## src/rtl/dvp_emu_pkg.sv

```systemverilog
// Shared types and constants for the synthetic DVP camera source.
// Holds the frame state encoding, pattern mode codes and the colour-bar palette.
package dvp_emu_pkg;

    typedef enum logic [2:0] {
        StIdle,
        StVsync,
        StVbp,
        StActive,
        StVfp
    } dvp_state_e;

    localparam logic [1:0] ModeBars  = 2'd0;
    localparam logic [1:0] ModeSolid = 2'd1;
    localparam logic [1:0] ModeRamp  = 2'd2;
    localparam logic [1:0] ModeCoord = 2'd3;

    function automatic logic [15:0] bar_color(input logic [2:0] idx);
        bar_color = 16'h0000;
        unique case (idx)
            3'd0: bar_color = 16'hFFFF;
            3'd1: bar_color = 16'hFFE0;
            3'd2: bar_color = 16'h07FF;
            3'd3: bar_color = 16'h07E0;
            3'd4: bar_color = 16'hF81F;
            3'd5: bar_color = 16'hF800;
            3'd6: bar_color = 16'h001F;
            3'd7: bar_color = 16'h0000;
        endcase
    endfunction

endpackage

```

## src/rtl/dvp_pattern_gen.sv

```systemverilog
// Test-pattern pixel generator: produces one registered RGB565 pixel per step.
// Colour bars are tracked with a per-line bar counter instead of dividing x.
module dvp_pattern_gen
    import dvp_emu_pkg::*;
#(
    parameter int unsigned H_RES = 800
) (
    input  logic        clk_i,
    input  logic        rst_ni,
    input  logic        step_i,
    input  logic        first_i,
    input  logic [15:0] x_i,
    input  logic [5:0]  y_i,
    input  logic [1:0]  mode_i,
    input  logic [15:0] solid_i,
    input  logic [4:0]  frame_cnt_i,
    output logic [15:0] pixel_o
);

    localparam int unsigned BarW = H_RES / 8;
    localparam int unsigned BW   = (BarW > 1) ? $clog2(BarW) : 1;
    localparam logic [BW-1:0] BarLast = BW'(BarW - 1);
    localparam logic [BW-1:0] BarOne  = BW'(1);

    logic [2:0]    bar_idx_q, bar_idx_d, cur_idx;
    logic [BW-1:0] bar_px_q, bar_px_d, cur_px;
    logic [15:0]   pixel_q, pixel_d;

    always_comb begin
        cur_idx   = first_i ? 3'd0 : bar_idx_q;
        cur_px    = first_i ? '0 : bar_px_q;
        bar_idx_d = bar_idx_q;
        bar_px_d  = bar_px_q;
        pixel_d   = pixel_q;
        if (step_i) begin
            if (cur_px == BarLast) begin
                bar_px_d  = '0;
                bar_idx_d = cur_idx + 3'd1;
            end else begin
                bar_px_d  = cur_px + BarOne;
                bar_idx_d = cur_idx;
            end
            unique case (mode_i)
                ModeBars:  pixel_d = bar_color(cur_idx);
                ModeSolid: pixel_d = solid_i;
                ModeRamp:  pixel_d = x_i;
                ModeCoord: pixel_d = {frame_cnt_i, y_i, x_i[4:0]};
            endcase
        end
    end

    always_ff @(posedge clk_i or negedge rst_ni) begin
        if (!rst_ni) begin
            bar_idx_q <= '0;
            bar_px_q  <= '0;
            pixel_q   <= '0;
        end else begin
            bar_idx_q <= bar_idx_d;
            bar_px_q  <= bar_px_d;
            pixel_q   <= pixel_d;
        end
    end

    assign pixel_o = pixel_q;

endmodule

```

## src/rtl/dvp_cam_emu.sv

```systemverilog
// Synthetic OV2640-style DVP source: frame timing FSM, counters and byte serialisation.
// One RGB565 byte per clock, high byte first; all outputs are registered.
module dvp_cam_emu
    import dvp_emu_pkg::*;
#(
    parameter int unsigned H_RES    = 800,
    parameter int unsigned V_RES    = 600,
    parameter int unsigned H_BLANK  = 64,
    parameter int unsigned VS_LINES = 4,
    parameter int unsigned V_BPORCH = 8,
    parameter int unsigned V_FPORCH = 4,
    parameter bit          VS_POL   = 1'b0
) (
    input  logic        I_clk,
    input  logic        I_rst_n,
    input  logic        I_en,
    input  logic [1:0]  I_mode,
    input  logic [15:0] I_solid,
    output logic        O_vsync,
    output logic        O_href,
    output logic [9:0]  O_pixdata,
    output logic [15:0] O_frame_cnt,
    output logic        O_busy
);

    localparam int unsigned LineLen = 2 * H_RES + H_BLANK;
    localparam int unsigned HW      = $clog2(LineLen + 2);
    localparam logic [HW-1:0] LineLast = HW'(LineLen - 1);
    localparam logic [HW-1:0] LineLenC = HW'(LineLen);
    localparam logic [HW-1:0] ActBytes = HW'(2 * H_RES);
    localparam logic [HW-1:0] HOne     = HW'(1);
    localparam logic [HW-1:0] HTwo     = HW'(2);
    localparam logic [15:0]   VsLast   = 16'(VS_LINES - 1);
    localparam logic [15:0]   VbLast   = 16'(V_BPORCH - 1);
    localparam logic [15:0]   ActLast  = 16'(V_RES - 1);
    localparam logic [15:0]   VfLast   = 16'(V_FPORCH - 1);

    dvp_state_e    state_q, state_d;
    logic [HW-1:0] h_cnt_q, h_cnt_d, la, la_h;
    logic [15:0]   line_q, line_d, frame_cnt_q, frame_cnt_d;
    logic [1:0]    mode_q, mode_d;
    logic [15:0]   solid_q, solid_d, x_gen, y_gen, pixel;
    logic          vsync_q, vsync_d, href_q, href_d, busy_q, busy_d;
    logic [9:0]    pix_q, pix_d;
    logic [7:0]    pix_byte;
    logic          line_end, start, wrap, step, first;

    always_comb begin
        state_d     = state_q;
        h_cnt_d     = '0;
        line_d      = line_q;
        frame_cnt_d = frame_cnt_q;
        start       = 1'b0;
        line_end    = (h_cnt_q == LineLast);
        if (state_q != StIdle) begin
            h_cnt_d = line_end ? '0 : h_cnt_q + HOne;
            if (line_end) line_d = line_q + 16'd1;
        end
        unique case (state_q)
            StIdle: begin
                if (I_en) begin
                    state_d = StVsync;
                    start   = 1'b1;
                end
            end
            StVsync: begin
                if (line_end && line_q == VsLast) begin
                    state_d = StVbp;
                    line_d  = '0;
                end
            end
            StVbp: begin
                if (line_end && line_q == VbLast) begin
                    state_d = StActive;
                    line_d  = '0;
                end
            end
            StActive: begin
                if (line_end && line_q == ActLast) begin
                    state_d = StVfp;
                    line_d  = '0;
                end
            end
            StVfp: begin
                if (line_end && line_q == VfLast) begin
                    line_d      = '0;
                    frame_cnt_d = frame_cnt_q + 16'd1;
                    if (I_en) begin
                        state_d = StVsync;
                        start   = 1'b1;
                    end else begin
                        state_d = StIdle;
                    end
                end
            end
            default: state_d = StIdle;
        endcase
        mode_d  = start ? I_mode : mode_q;
        solid_d = start ? I_solid : solid_q;
    end

    // The generator works two bytes ahead so its registered pixel lines up with the byte mux.
    always_comb begin
        la    = h_cnt_q + HTwo;
        wrap  = (la >= LineLenC);
        la_h  = wrap ? la - LineLenC : la;
        x_gen = 16'(la_h[HW-1:1]);
        step  = !la_h[0] && (la_h < ActBytes);
        first = (la_h == '0);
        if (wrap) y_gen = (state_q == StActive) ? line_q + 16'd1 : 16'd0;
        else      y_gen = line_q;
    end

    dvp_pattern_gen #(
        .H_RES(H_RES)
    ) u_pattern_gen (
        .clk_i      (I_clk),
        .rst_ni     (I_rst_n),
        .step_i     (step),
        .first_i    (first),
        .x_i        (x_gen),
        .y_i        (y_gen[5:0]),
        .mode_i     (mode_q),
        .solid_i    (solid_q),
        .frame_cnt_i(frame_cnt_q[4:0]),
        .pixel_o    (pixel)
    );

    always_comb begin
        vsync_d  = (state_d == StVsync) ? VS_POL : ~VS_POL;
        href_d   = (state_d == StActive) && (h_cnt_d < ActBytes);
        busy_d   = (state_d != StIdle);
        pix_byte = h_cnt_d[0] ? pixel[7:0] : pixel[15:8];
        pix_d    = href_d ? {pix_byte, 2'b00} : 10'd0;
    end

    always_ff @(posedge I_clk or negedge I_rst_n) begin
        if (!I_rst_n) begin
            state_q     <= StIdle;
            h_cnt_q     <= '0;
            line_q      <= '0;
            frame_cnt_q <= '0;
            mode_q      <= '0;
            solid_q     <= '0;
            vsync_q     <= ~VS_POL;
            href_q      <= 1'b0;
            busy_q      <= 1'b0;
            pix_q       <= '0;
        end else begin
            state_q     <= state_d;
            h_cnt_q     <= h_cnt_d;
            line_q      <= line_d;
            frame_cnt_q <= frame_cnt_d;
            mode_q      <= mode_d;
            solid_q     <= solid_d;
            vsync_q     <= vsync_d;
            href_q      <= href_d;
            busy_q      <= busy_d;
            pix_q       <= pix_d;
        end
    end

    assign O_vsync     = vsync_q;
    assign O_href      = href_q;
    assign O_pixdata   = pix_q;
    assign O_frame_cnt = frame_cnt_q;
    assign O_busy      = busy_q;

endmodule

```

## config.mk

```make
export PLATFORM = sky130hd
export DESIGN_NAME = dvp_cam_emu
export DESIGN_NICKNAME = d
export VERILOG_FILES = /design/src/rtl/dvp_emu_pkg.sv /design/src/rtl/dvp_pattern_gen.sv /design/src/rtl/dvp_cam_emu.sv
export SDC_FILE = /design/constraint.sdc
export NUM_CORES = 1
export LEC_CHECK = 0
export ABC_AREA = 1
export CORE_MARGIN = 4
export CORE_UTILIZATION = 35
export CTS_BUF_LIST = sky130_fd_sc_hd__clkbuf_4
export DETAILED_ROUTE_END_ITERATION = 6
export HOLD_SLACK_MARGIN = 0.12
export SYNTH_ARGS = -nofsm -noshare
export SYNTH_HDL_FRONTEND = slang
export SYNTH_SLANG_ARGS = --single-unit
```

## constraint.sdc

```tcl
create_clock -name I_clk -period 2.3 [get_ports I_clk]
set_input_delay 0.69 -clock I_clk [delete_from_list [all_inputs] [get_ports I_clk]]
set_output_delay 0.69 -clock I_clk [all_outputs]
set_load 0.02 [all_outputs]
```

* After elaboration in Yosys (flattened, before gate mapping) *
Memories as Yosys holds them, arrays and structs flattened.
Cells that the tools add are included.

cells by class
  $add $sub $neg = 7
  magnitude comparators = 3
  eq/ne operators = 14
  muxes and demuxes = 29
  reductions and logical operators = 13

operators by type and width
  operator                                            number
  two-way mux 16 bit                                  5
  case mux 16 bit (4 select lines)                    1
  case mux 16 bit (3 select lines)                    1
  two-way mux 11 bit                                  3
  adder 16 x 1 -> 16 bit, second input constant       2
  less-than comparator 11 bit, second input constant  2
  two-way mux 3 bit                                   7
  == test 16 x 10 -> 1 bit, second input constant     1
  == test 16 x 2 -> 1 bit, second input constant      1
  == test 16 x 3 -> 1 bit, second input constant      1
  case mux 3 bit (5 select lines)                     1
  two-way mux 7 bit                                   2
  two-way mux 6 bit                                   2
  adder 11 x 1 -> 11 bit, second input constant       1
  adder 11 x 2 -> 11 bit, second input constant       1
  == test 11 bit, second input constant               1
  >= comparator 11 bit, second input constant         1
  logical NOT 11 bit                                  1
  subtractor 11 bit, second input constant            1
  two-way mux 10 bit                                  1
  == test 3 x 2 -> 1 bit, second input constant       3
  two-way mux 8 bit                                   1
  adder 7 x 1 -> 7 bit, second input constant         1
  == test 7 bit, second input constant                1
  14 further kinds                                    24

word-level totals
  bits in registers = 103
  memory bits (read-only) = 128
  word-level logic and storage cells = 80
  memories kept = 1

memory list
  memory           depth  bits a word  read ports  clocked after Yosys merged registers in  write ports  RTL line           source
  (no name shown)  8      16           1           0                                        0            dvp_emu_pkg.sv:20  unique case (idx)

* Longest topological paths before layout *
  word-level depth = 7
  gate-level depth with buffers = 21
  gate-level depth less buffers = 20

* Cells and area by module *
From an unflattened synthesis, not the netlist that was laid out.

unflattened totals
  cells, all modules = 773
  area total of the unflattened synthesis = 5,713.0 um^2

by module, submodules not included
  module           instances  cells an instance  area each (um^2)
  dvp_cam_emu      1          557                4,187.8
  dvp_pattern_gen  1          216                1,525.2

* Least setup slack after synthesis *
No wires, ideal clock.

  kind = flip-flop to flip-flop
  from = reg h_cnt_q[1]
  to = reg u_pattern_gen.bar_idx_q[1]
  library setup time = 0.118 ns
  arrival time = 2.453 ns
  data required time = 2.182 ns
  slack = -0.270 ns
  stages on the path, launching flop included = 17
  period minus slack after synthesis = 2.570 ns
  cells stage by stage = dfrtp_1 > ha_1 > nand3_2 > o21ai_2 > nand2_4 > ha_1 > or2_1 > nand2_2 > nand2_1 > nor2_2 > nand2_2 > buf_6 > nand2_1 > inv_1 > ha_1 > nand2_1 > nand2_1

between the ends
  longest elaborated chain between the ends = 7
  elaborated cells between the ends (all ways) = 13
  classes of those cells = 3 x add/sub; 2 x order compare; 1 x eq/ne; 4 x mux; 3 x reduce/logical

RTL lines
  what                                                              RTL line                                      source
  start, declared                                                   dvp_cam_emu.sv:39                             logic [HW-1:0] h_cnt_q, h_cnt_d, la, la_h;
  start signal, assigned                                            dvp_cam_emu.sv:151                            h_cnt_q <= h_cnt_d;
  adder 11 x 2 -> 11 bit (*)                                        dvp_cam_emu.sv:104                            la = h_cnt_q + HTwo;
  subtractor 11 bit / >= comparator 11 bit (equally long branches)  dvp_cam_emu.sv:106, dvp_cam_emu.sv:105
  two-way mux 11 bit (*)                                            dvp_cam_emu.sv:106                            la_h = wrap ? la - LineLenC : la;
  logical NOT 11 bit                                                dvp_cam_emu.sv:109                            first = (la_h == '0);
  two-way mux 3 bit / two-way mux 7 bit (equally long branches)     dvp_pattern_gen.sv:30, dvp_pattern_gen.sv:31
  adder 3 x 1 -> 3 bit / == test 7 bit (equally long branches)      dvp_pattern_gen.sv:38, dvp_pattern_gen.sv:36
  two-way mux 3 bit                                                 dvp_pattern_gen.sv:36                         if (cur_px == BarLast) begin
  end signal, assigned                                              dvp_pattern_gen.sv:58                         bar_idx_q <= bar_idx_d;
  end, declared                                                     dvp_pattern_gen.sv:25                         logic [2:0] bar_idx_q, bar_idx_d, cur_idx;

Mark *: on every way between the ends. The rest lies on a longest branch, timed or not.
A chain may end at the register's enable or synchronous reset.

* Worst setup path after layout *
  from = reg h_cnt_q[1]
  to = reg u_pattern_gen.bar_idx_q[0]

The elaborated chain is that of the path after synthesis.

==> flow_summary.ini <==
[clock_tree]
cts_tree = done
numClockSinks = 101
clk_pin_slew_ps = 160
root_buffer = clkbuf_4
clock_latency_ps = 500
htreeDepth = 3
numCtsBuffers = 9
cts_buffer_depth = 2

[route]
drc = 0
antenna_left = 0
first_iter_violations = 381
wl_per_cell_um = 14.6
num_vias = 5097
drt_pass1_iterations = 6
via_per_inst = 4.95
routed_wl_um = 15000

[die]
fp.coreArea_um2 = 15400
die_w_um = 134
num_rows = 45
die_height_um = 134
pin_count = 50
initial_core_util = 0.362
dieArea_um2 = 18000

[timing]
min_period_ps = 2540
fmax_ghz = 0.394
post-route-period-util = 1.10
rsz0062_at_grt = yes
maxSlewViolCount = 0
skew_ps = 18.7
fin_ws_ps = -237
worstMarginPinSlew_ps = 607
hold_viol = 0
setup_viol = 44
max_slew_margin = 0.592

[finish]
final_util = 0.499
diodes = 0
final_nets = 842
multi_input_area_um2 = 3110
drive_gt1_frac = 0.326
area_growth_pct = 38.0
fin_area_um2 = 7700
nFillCells = 1463
regArea_um2 = 2530

[global_route]
antenna_found_initial = 0
grt_use_total = 0.166
grt_pass1_vias = 5108
overflow = 0
grt_start_max_net_pins = 62
grt_pass1_wl_um = 24300

[logic_synthesis]
syn_avg_cell_area_um2 = 8.35
yosysSeqAreaShare = 0.453
synth_flop_cell = dfrtp_1
synth_top_family_by_area = simple AND/OR/NAND/NOR gates
synth-simple-area-share = 0.277
ys_types = 49
synth_edf_count = 0
synth_compound_area_frac = 0.104
synth_most_common_cell = nand2_1
synth-seq-cells = 101
yosysTopAreaCellShare = 0.448
synth_common_cells = 126 x nand2_1, 100 x dfrtp_1, 86 x inv_1
synth_top_area_cell = dfrtp_1
ys_async_sr_fraction = 1.00
synth_mux_area_frac = 0.0262
synth_area_um2 = 5580
synthAdderAreaFrac = 0.0157
syn_inst = 669
synth_xor_area_frac = 0.0500
yosys_warnings = 0
yosys-top-cells-area = dfrtp_1 45%, nand2_1 8.5%, inv_1 5.8%, nor2_1 4.6%, a21oi_1 3.5%

[power]
switching_share = 0.404
p_sw_w = 0.00235
irDropWorstVdd_uv = 381
clockPowerShare = 0.151
power_frac_comb = 0.421
p_leak_nw = 3.62
seqPwrFrac = 0.428
intPower_w = 0.00346
p_per_area_nw_per_um2 = 754

[critical_path]
critical_path.max_fanout = 5
crit_arrival_ps = 2990
critPathKind = reg2reg
worstSetupEndpointType = flip-flop
cp-start-kind = flip-flop
rr_worst_depth = 19
required_ps = 2750

[hold_path]
hold_class = in2async

[run_status]
outcome = complete, but fails checks
violations = negative setup slack

[place]
place_area_um2 = 6920
dp_slack_ps = -212
hpwlAfterDp_um = 10600
gp_congestion = 0.875
portBuffers = 47

[job]
maxCapViolCount = 0
timing repair:
action	4_1_cts	5_1_grt
resized for setup	49	89
setup endpoints to repair	62	72
buffers inserted	10	10
pin swaps	20	14
gates cloned	2	0
hold buffers	0	0
layout make-up:
class / count / share of cell area
Clock buffer: 9 / 0.00877
Clock inverter: 7 / 0.00650
Inverter: 93 / 0.0463
Multi-Input combinational cell: 465 / 0.404
Sequential cell: 101 / 0.329
Tap cell: 211 / 0.0343
Timing Repair Buffer: 144 / 0.171
per-stage QoR:
step                instances  power, W  setup TNS [ps]  hold slack (ps)
detailed placement        992   0.00445           -3730              462
CTS                      1020   0.00559           -2260              120
finish                   1030   0.00581           -3830              137
global placement          992   0.00439           -1210              460
floorplan                 670   0.00367           -18.0              394
global route             1030   0.00621          -11610              109
critical path: stages (launching register included):
cell and delay [ps]:
dfrtp_2 500, ha_4 200, nand3_4 80, nor2_2 40, nand2_2 140, nand2_4 90
nor2_2 120, nand2_2 70, nand2_4 100, nand3_2 80, nand2_2 90, buf_6 110
nand3_4 80, nor2_4 220, nor2_2 80, nor2_4 130, nand2_2 80, nor2_4 120
nand2_1 100, nand2_1 70
path summary, 6_finish.rpt:
kind,start,end,slack (ps)
worst max-delay path,h_cnt_q[1],u_pattern_gen.bar_idx_q[0],-240
worst min-delay path,I_rst_n,h_cnt_q[5],140
worst max register to register,h_cnt_q[1],u_pattern_gen.bar_idx_q[0],-240
worst min register to register,line_q[15],line_q[15],480
max in group asynchronous,I_rst_n,O_frame_cnt[3],1820
min in group I_clk,line_q[15],line_q[15],480
metal layers:
metal / vias to the layer above / global-route usage / routed length, um
met5: - / 0 / 0
met4: 0 / 0.0503 / 269
met3: 30 / 0.0379 / 676
met2: 136 / 0.273 / 7420
met1: 2463 / 0.218 / 6650
li1: 2468 / - / -
sequential cells by signal, indices dropped and copies added, names as in the netlist:
signal,flops
O_busy,1
O_frame_cnt,16
O_href,1
O_pixdata,8
O_vsync,1
h_cnt_q,11
line_q,16
mode_q,2
solid_q,16
state_q,3
u_pattern_gen.bar_idx_q,3
u_pattern_gen.bar_px_q,7
u_pattern_gen.pixel_o,16
cell families (layout without fill, tap and decap cells):
family | after synthesis | after routing
AND/OR/NAND/NOR | 314 | 315
multiplexers | 13 | 13
buffers and inverters | 105 | 253
adder cells (fa/ha/maj) | 7 | 7
other | 1 | 2
AO/OA/AOI/OAI | 97 | 97
XOR/XNOR | 31 | 31
flip-flops | 101 | 101
cell usage in the layout, fill, tap and decap left out, types with 5 or more instances in the layout:
master,count
nand2_1,115
dfrtp_1,96
inv_1,79
buf_4,79
nor2_1,54
nand3_1,30
clkdlybuf4s50_1,30
a21oi_1,23
xor2_1,22
nor2_4,18
nand2_2,18
o21ai_0,18
nor2_2,16
a21oi_2,14
mux2_2,13
buf_6,13
nand3_2,12
nor3_1,12
nand2_4,11
inv_2,11
dlygate4sd2_1,11
clkbuf_4,9
xnor2_1,8
o22ai_1,7
nand3_4,6
nand4_1,6
o21ai_1,5
dlymetal6s2s_1,5
power groups by stage:
| stage | sequential (W) | clock, W | combinational, W |
|---|---|---|---|
| after global routing | 0.00253 | 0.000981 | 0.00269 |
| after global placement | 0.00247 | 0 | 0.00192 |
| after CTS | 0.00247 | 0.000909 | 0.00221 |
| after floorplan | 0.00242 | 0 | 0.00124 |
| final | 0.00249 | 0.000875 | 0.00245 |
| after detailed placement | 0.00249 | 0 | 0.00197 |
No activity file was read; power rests on OpenSTA's default activity.
